$ cat src/rtl/fifo_ser_pkg.sv
// Shared types and helpers for the FIFO word serializer.
package fifo_ser_pkg;

  typedef enum logic [2:0] {
    IDLE,
    POP,
    LOAD,
    START,
    DATA,
    PARITY,
    STOP
  } state_e;

  // Cycles from the first start-bit cycle to the last stop-bit cycle.
  function automatic int frame_cycles(input int data_w, input int clks_per_bit,
                                      input int parity_en);
    return (2 + data_w + parity_en) * clks_per_bit;
  endfunction

endpackage

$ cat src/rtl/baud_tick_gen.sv
// Bit-period timer: bit_end pulses in the last cycle of every CLKS_PER_BIT
// period; restart realigns it so a fresh period begins on the next cycle.
module baud_tick_gen #(
  parameter int CLKS_PER_BIT = 4
) (
  input  logic clk,
  input  logic rst,
  input  logic restart,
  output logic bit_end
);

  localparam int CW = (CLKS_PER_BIT > 1) ? $clog2(CLKS_PER_BIT) : 1;
  localparam logic [CW-1:0] LAST = CW'(CLKS_PER_BIT - 1);

  logic [CW-1:0] cnt_q, cnt_d;

  // Next count: wrap after the last cycle of a bit, or realign on restart
  always_comb begin
    cnt_d = cnt_q + CW'(1);
    if (restart || (cnt_q == LAST)) cnt_d = '0;
  end

  // Counter register
  always_ff @(posedge clk) begin
    if (rst) cnt_q <= '0;
    else     cnt_q <= cnt_d;
  end

  assign bit_end = (cnt_q == LAST);

endmodule

$ cat src/rtl/fifo_word_serializer.sv
// FIFO drain stage: pops one word per frame and shifts it onto tx as a
// UART-style frame (start, data LSB first, optional parity, stop).
// Only ever pops, never pushes. Also keeps a sticky FIFO error flag.
module fifo_word_serializer
  import fifo_ser_pkg::*;
#(
  parameter int DATA_W       = 16,
  parameter int CLKS_PER_BIT = 4,
  parameter int PARITY_EN    = 1,
  parameter int PARITY_ODD   = 0
) (
  input  logic              clk,
  input  logic              rst,
  input  logic              enable,
  input  logic              fifo_empty,
  input  logic              fifo_error,
  input  logic [DATA_W-1:0] fifo_dataout,
  input  logic              clear_err,
  output logic              fifo_pop,
  output logic              tx,
  output logic              busy,
  output logic              frame_done,
  output logic              err_sticky
);

  localparam int            BW         = (DATA_W > 1) ? $clog2(DATA_W) : 1;
  localparam logic [BW-1:0] LAST_BIT   = BW'(DATA_W - 1);
  localparam logic          PAR_SENSE  = (PARITY_ODD != 0);
  localparam bit            HAS_PARITY = (PARITY_EN != 0);

  state_e            state_q, state_d;
  logic [DATA_W-1:0] shreg_q, shreg_d;
  logic [BW-1:0]     bit_cnt_q, bit_cnt_d;
  logic              par_q, par_d;
  logic              tx_q, tx_d;
  logic              fifo_pop_q, fifo_pop_d;
  logic              err_q, err_d;
  logic              bit_end;
  logic              baud_restart;
  logic              can_start;

  assign can_start    = enable && !fifo_empty;
  // The bit timer is realigned in LOAD so START gets a full bit period.
  assign baud_restart = (state_q == LOAD);

  baud_tick_gen #(
    .CLKS_PER_BIT(CLKS_PER_BIT)
  ) u_baud (
    .clk    (clk),
    .rst    (rst),
    .restart(baud_restart),
    .bit_end(bit_end)
  );

  // Next-state, next-tx and datapath updates; tx is computed one cycle
  // ahead so the serial line comes straight from a flop.
  always_comb begin
    state_d    = state_q;
    shreg_d    = shreg_q;
    bit_cnt_d  = bit_cnt_q;
    par_d      = par_q;
    tx_d       = tx_q;
    fifo_pop_d = 1'b0;
    err_d      = err_q;

    case (state_q)
      IDLE: begin
        tx_d = 1'b1;
        if (can_start) begin
          state_d    = POP;
          fifo_pop_d = 1'b1;
        end
      end
      POP: begin
        tx_d    = 1'b1;
        state_d = LOAD;
      end
      LOAD: begin
        // FIFO read data is valid now, one cycle after the pop.
        shreg_d   = fifo_dataout;
        par_d     = (^fifo_dataout) ^ PAR_SENSE;
        bit_cnt_d = '0;
        tx_d      = 1'b0;
        state_d   = START;
      end
      START: begin
        if (bit_end) begin
          tx_d    = shreg_q[0];
          state_d = DATA;
        end
      end
      DATA: begin
        if (bit_end) begin
          if (bit_cnt_q == LAST_BIT) begin
            if (HAS_PARITY) begin
              tx_d    = par_q;
              state_d = PARITY;
            end else begin
              tx_d    = 1'b1;
              state_d = STOP;
            end
          end else begin
            bit_cnt_d = bit_cnt_q + BW'(1);
            shreg_d   = shreg_q >> 1;
            tx_d      = shreg_q[1];
          end
        end
      end
      PARITY: begin
        if (bit_end) begin
          tx_d    = 1'b1;
          state_d = STOP;
        end
      end
      STOP: begin
        tx_d = 1'b1;
        if (bit_end) begin
          if (can_start) begin
            state_d    = POP;
            fifo_pop_d = 1'b1;
          end else begin
            state_d = IDLE;
          end
        end
      end
      default: begin
        tx_d    = 1'b1;
        state_d = IDLE;
      end
    endcase

    // Error latch: a new error beats a simultaneous clear.
    if (clear_err)  err_d = 1'b0;
    if (fifo_error) err_d = 1'b1;
  end

  // Control state: FSM, bit counter, registered outputs and error latch
  always_ff @(posedge clk) begin
    if (rst) begin
      state_q    <= IDLE;
      bit_cnt_q  <= '0;
      tx_q       <= 1'b1;
      fifo_pop_q <= 1'b0;
      err_q      <= 1'b0;
    end else begin
      state_q    <= state_d;
      bit_cnt_q  <= bit_cnt_d;
      tx_q       <= tx_d;
      fifo_pop_q <= fifo_pop_d;
      err_q      <= err_d;
    end
  end

  // Data word and its parity; always reloaded in LOAD before use
  always_ff @(posedge clk) begin
    shreg_q <= shreg_d;
    par_q   <= par_d;
  end

  assign fifo_pop   = fifo_pop_q;
  assign tx         = tx_q;
  assign busy       = (state_q != IDLE);
  assign frame_done = (state_q == STOP) && bit_end;
  assign err_sticky = err_q;

endmodule

$ cat config.mk
export PLATFORM = sky130hd
export DESIGN_NAME = fifo_word_serializer
export DESIGN_NICKNAME = d
export VERILOG_FILES = /design/src/rtl/fifo_ser_pkg.sv /design/src/rtl/baud_tick_gen.sv /design/src/rtl/fifo_word_serializer.sv
export SDC_FILE = /design/constraint.sdc
export NUM_CORES = 1
export LEC_CHECK = 0
export CAP_MARGIN = 20
export CORE_UTILIZATION = 30
export DETAILED_ROUTE_END_ITERATION = 7
export PLACE_DENSITY = 0.49
export SETUP_SLACK_MARGIN = 0.15
export SLEW_MARGIN = 10
export SYNTH_ARGS = -nofsm -noshare
export SYNTH_HDL_FRONTEND = slang
export SYNTH_SLANG_ARGS = --single-unit
$ cat constraint.sdc
create_clock -name clk -period 2.55 [get_ports clk]
set_input_delay 0.3825 -clock clk [delete_from_list [all_inputs] [get_ports clk]]
set_output_delay 0.3825 -clock clk [all_outputs]
set_load 0.005 [all_outputs]
==> flow_results.xml <==
<?xml version="1.0" encoding="UTF-8"?>
<metrics>
  <group name="critical_path">
    <metric name="crit_path_end_kind" unit="">output port</metric>
    <metric name="critical_path_class" unit="">register to output port</metric>
    <metric name="arrival" unit="ps">1840</metric>
    <metric name="timing.critical_path.fanout_max" unit="">13</metric>
    <metric name="worst-r2r-setup-slack" unit="ps">670</metric>
    <metric name="regToRegStartpoint" unit="">state_q[2]</metric>
    <metric name="rr_worst_depth" unit="">4</metric>
    <metric name="cp-start-kind" unit="">register</metric>
    <metric name="crit-reg2reg-capture" unit="">tx</metric>
    <metric name="required" unit="ps">2170</metric>
  </group>
  <group name="clock_tree">
    <metric name="clk_latency_worst_skew_pair" unit="ps">280</metric>
    <metric name="cts.root.buffer_cell" unit="">clkbuf_8</metric>
    <metric name="post_cts_resize_count" unit="">0</metric>
    <metric name="tritoncts.num_buffers" unit="">5</metric>
    <metric name="clock-sinks" unit="">29</metric>
    <metric name="clkTransAtPathRegs" unit="ps">60</metric>
    <metric name="cts.path.max_buffers" unit="">2</metric>
    <metric name="cts.hold.buffers_added" unit="">0</metric>
    <metric name="cts_tree" unit="">built</metric>
    <metric name="post-cts-setup-buffer-count" unit="">0</metric>
    <metric name="ctsHtreeMaxLevel" unit="">2</metric>
  </group>
  <group name="worst_hold_path">
    <metric name="hold_end" unit="">u_baud.cnt_q[0]</metric>
    <metric name="hold_start" unit="">u_baud.cnt_q[0]</metric>
    <metric name="whs_path_depth" unit="">1</metric>
    <metric name="hold_path_class" unit="">register to register</metric>
  </group>
  <group name="grt">
    <metric name="grt_pass1_wl" unit="microns">4710</metric>
    <metric name="grt_start_max_net_pins" unit="">19</metric>
    <metric name="grtUsageTotal" unit="">0.119</metric>
    <metric name="overflow" unit="">0</metric>
    <metric name="antenna_found_initial" unit="">0</metric>
    <metric name="first_global_vias" unit="">1055</metric>
  </group>
  <group name="route">
    <metric name="total_detailed_routing_wirelength" unit="microns">2780</metric>
    <metric name="detail_route.wirelength.met1" unit="microns">1300</metric>
    <metric name="dr.first_iter.drc_count" unit="">58</metric>
    <metric name="routed_via_density" unit="">4.67</metric>
    <metric name="route.detailed.drc" unit="">0</metric>
    <metric name="maxUsedRoutingLayer" unit="">met4</metric>
    <metric name="drt-pass1-iter-count" unit="">4</metric>
    <metric name="dr_wl_met2" unit="microns">1340</metric>
    <metric name="antenna_violating_nets_post_route" unit="">0</metric>
    <metric name="vias" unit="">1055</metric>
    <metric name="drt-wirelength-per-cell" unit="microns">12.3</metric>
    <metric name="wl_met3" unit="microns">112</metric>
  </group>
  <group name="yosys">
    <metric name="synth_register_bits" unit="">29</metric>
    <metric name="yosys_most_used_dff" unit="">edfxtp_1</metric>
    <metric name="synth-edff-count" unit="">17</metric>
    <metric name="synth_fp_nets" unit="">154</metric>
    <metric name="syn-instance-count" unit="">130</metric>
    <metric name="distinct_cells_synth" unit="">45</metric>
    <metric name="syn-cell-area" unit="sq um">1510</metric>
    <metric name="synth-async-reset-ratio" unit="">0</metric>
    <metric name="synthesis.yosys.warnings" unit="">0</metric>
    <metric name="synth_sequential_area_ratio" unit="">0.497</metric>
    <metric name="syn_avg_cell_area" unit="sq um">11.6</metric>
  </group>
  <group name="placement">
    <metric name="place_inst" unit="">218</metric>
    <metric name="detailed_place_hpwl" unit="microns">1940</metric>
    <metric name="placed_area" unit="sq um">1830</metric>
    <metric name="routabilityCongestion" unit="">0.727</metric>
    <metric name="post-place-ws" unit="ps">627</metric>
    <metric name="io_buffers" unit="">26</metric>
  </group>
  <group name="sta">
    <metric name="worst_clock_skew" unit="ps">3.76</metric>
    <metric name="max_freq" unit="MHz">450</metric>
    <metric name="slew_violations" unit="">0</metric>
    <metric name="fin_crit_sh" unit="">0.871</metric>
    <metric name="finalHoldWorstSlack" unit="ps">450</metric>
    <metric name="final-setup-viol-count" unit="">0</metric>
    <metric name="tns" unit="ps">0</metric>
    <metric name="fin_ws" unit="ps">329</metric>
    <metric name="timing.slew.headroom" unit="">0.666</metric>
    <metric name="finalWorstPathRequiredPeriod" unit="ps">2220</metric>
    <metric name="grt_setup_unrepaired" unit="">false</metric>
    <metric name="timing.final.hold_violations" unit="">0</metric>
    <metric name="tightestPinTransition" unit="ps">501</metric>
  </group>
  <group name="pwr">
    <metric name="power.net_switching" unit="mW">0.260</metric>
    <metric name="combinationalPowerShare" unit="">0.148</metric>
    <metric name="powerDensity" unit="nW/um^2">611</metric>
    <metric name="finalPower" unit="mW">1.18</metric>
    <metric name="cellInternalPower" unit="mW">0.922</metric>
    <metric name="leakagePower" unit="nW">0.657</metric>
    <metric name="irDropWorstVdd" unit="mV">0.271</metric>
    <metric name="power.share.sequential" unit="">0.464</metric>
    <metric name="switching_fraction" unit="">0.220</metric>
    <metric name="pwr-share-clk" unit="">0.388</metric>
  </group>
  <group name="floorplanning">
    <metric name="die_width" unit="microns">73.0</metric>
    <metric name="fp.dieH" unit="microns">73.0</metric>
    <metric name="die_area" unit="sq um">5320</metric>
    <metric name="pin_count" unit="">27</metric>
    <metric name="num_rows" unit="">25</metric>
    <metric name="start_util" unit="">0.316</metric>
    <metric name="core_outline_area" unit="sq um">4790</metric>
  </group>
  <group name="finish">
    <metric name="layout.nets" unit="">182</metric>
    <metric name="diodes" unit="">0</metric>
    <metric name="fin_util" unit="">0.405</metric>
    <metric name="layout-area-overhead-vs-synth" unit="%">28.3</metric>
    <metric name="multiInputGateArea" unit="sq um">721</metric>
    <metric name="final_area" unit="sq um">1940</metric>
    <metric name="post_route_cells_drive_above_1_share" unit="">0.170</metric>
    <metric name="seq_area" unit="sq um">751</metric>
    <metric name="fillers" unit="">487</metric>
    <metric name="post_layout_nonfiller_instances" unit="">226</metric>
  </group>
  <group name="outcome">
    <metric name="result_of_the_run" unit="">completed</metric>
  </group>
  <group name="run">
    <metric name="cap_violations" unit="">0</metric>
  </group>
</metrics>
[synth_stat cells, drive strengths merged (3+ instances only)]
cell type	n	area share
a21oi	8	0.029
dfxtp	12	0.16
xnor2	14	0.081
nand3	4	0.013
nor2	8	0.025
mux2	15	0.11
nand2b	3	0.012
o21ai	5	0.017
edfxtp	17	0.34
nor3b	4	0.023
nand2	3	0.0075
buf	4	0.016
[cells by family after synthesis]
kind of cell               after synthesis  synth area share
and+or+nand+nor                         37             0.152
DFF                                     29             0.497
buffers and inverters                    8            0.0257
adders and majority gates                2            0.0166
muxes                                   16             0.118
AOI/OAI and AO/OA                       22            0.0969
xor gates and xnor gates                16            0.0928
[flip-flops by register name, indices dropped and copies added (netlist names)]
name and count:
shreg_q 16, tx 1, u_baud.cnt_q 2, state_q 3, par_q 1, bit_cnt_q 4, fifo_pop 1, err_sticky 1
[worst max path at each step]
stage	slack, ps	to	from
after global routing	240	frame_done	u_baud.cnt_q[0]
final	330	frame_done	u_baud.cnt_q[0]
after detailed placement	630	frame_done	u_baud.cnt_q[0]
after global placement	700	frame_done	u_baud.cnt_q[0]
after floorplan	620	shreg_q[0]	u_baud.cnt_q[0]
after CTS	320	frame_done	u_baud.cnt_q[0]
[power by group through the flow]
| stage | Sequential (mW) | Clock, mW | Combinational (mW) |
|---|---|---|---|
| final | 0.549 | 0.459 | 0.175 |
| after global routing | 0.552 | 0.489 | 0.194 |
| after CTS | 0.548 | 0.476 | 0.179 |
| after detailed placement | 0.559 | 0 | 0.178 |
| after global placement | 0.558 | 0 | 0.174 |
| after floorplan | 0.549 | 0 | 0.116 |
[area by class of cell]
class / count / area share
Sequential cell: 29 / 0.388
Multi-Input combinational cell: 93 / 0.372
Timing Repair Buffer: 27 / 0.138
Tap cell: 67 / 0.0433
Clock buffer: 6 / 0.0375
Clock inverter: 2 / 0.0174
Inverter: 2 / 0.00388
[layout by cell type (no fill, tap or decap), types with 2 or more instances in the layout]
master           count
nand2_1              3
o21ai_0              5
clkbuf_8             5
nand2b_1             3
a21oi_1              7
clkdlybuf4s50_1     26
edfxtp_1            17
ha_1                 2
inv_1                2
mux2_2              14
nor3b_1              3
or3_1                2
and2b_1              2
nor2_1               7
xor2_1               2
nand3_1              4
dfxtp_1             12
xnor2_1             14
[per-layer routing]
layer,up-vias,track usage
li1,534,-
met1,499,0.140
met2,17,0.196
met3,5,0.0428
met4,0,0.0479
met5,-,0
[worst max-delay path, stage by stage, from the launching register on]
cell             delay, ps
dfxtp_1                340
ha_1                   460
nand2_1                130
nor2_1                 120
clkdlybuf4s50_1        520
(Power assumes the default switching activity.)
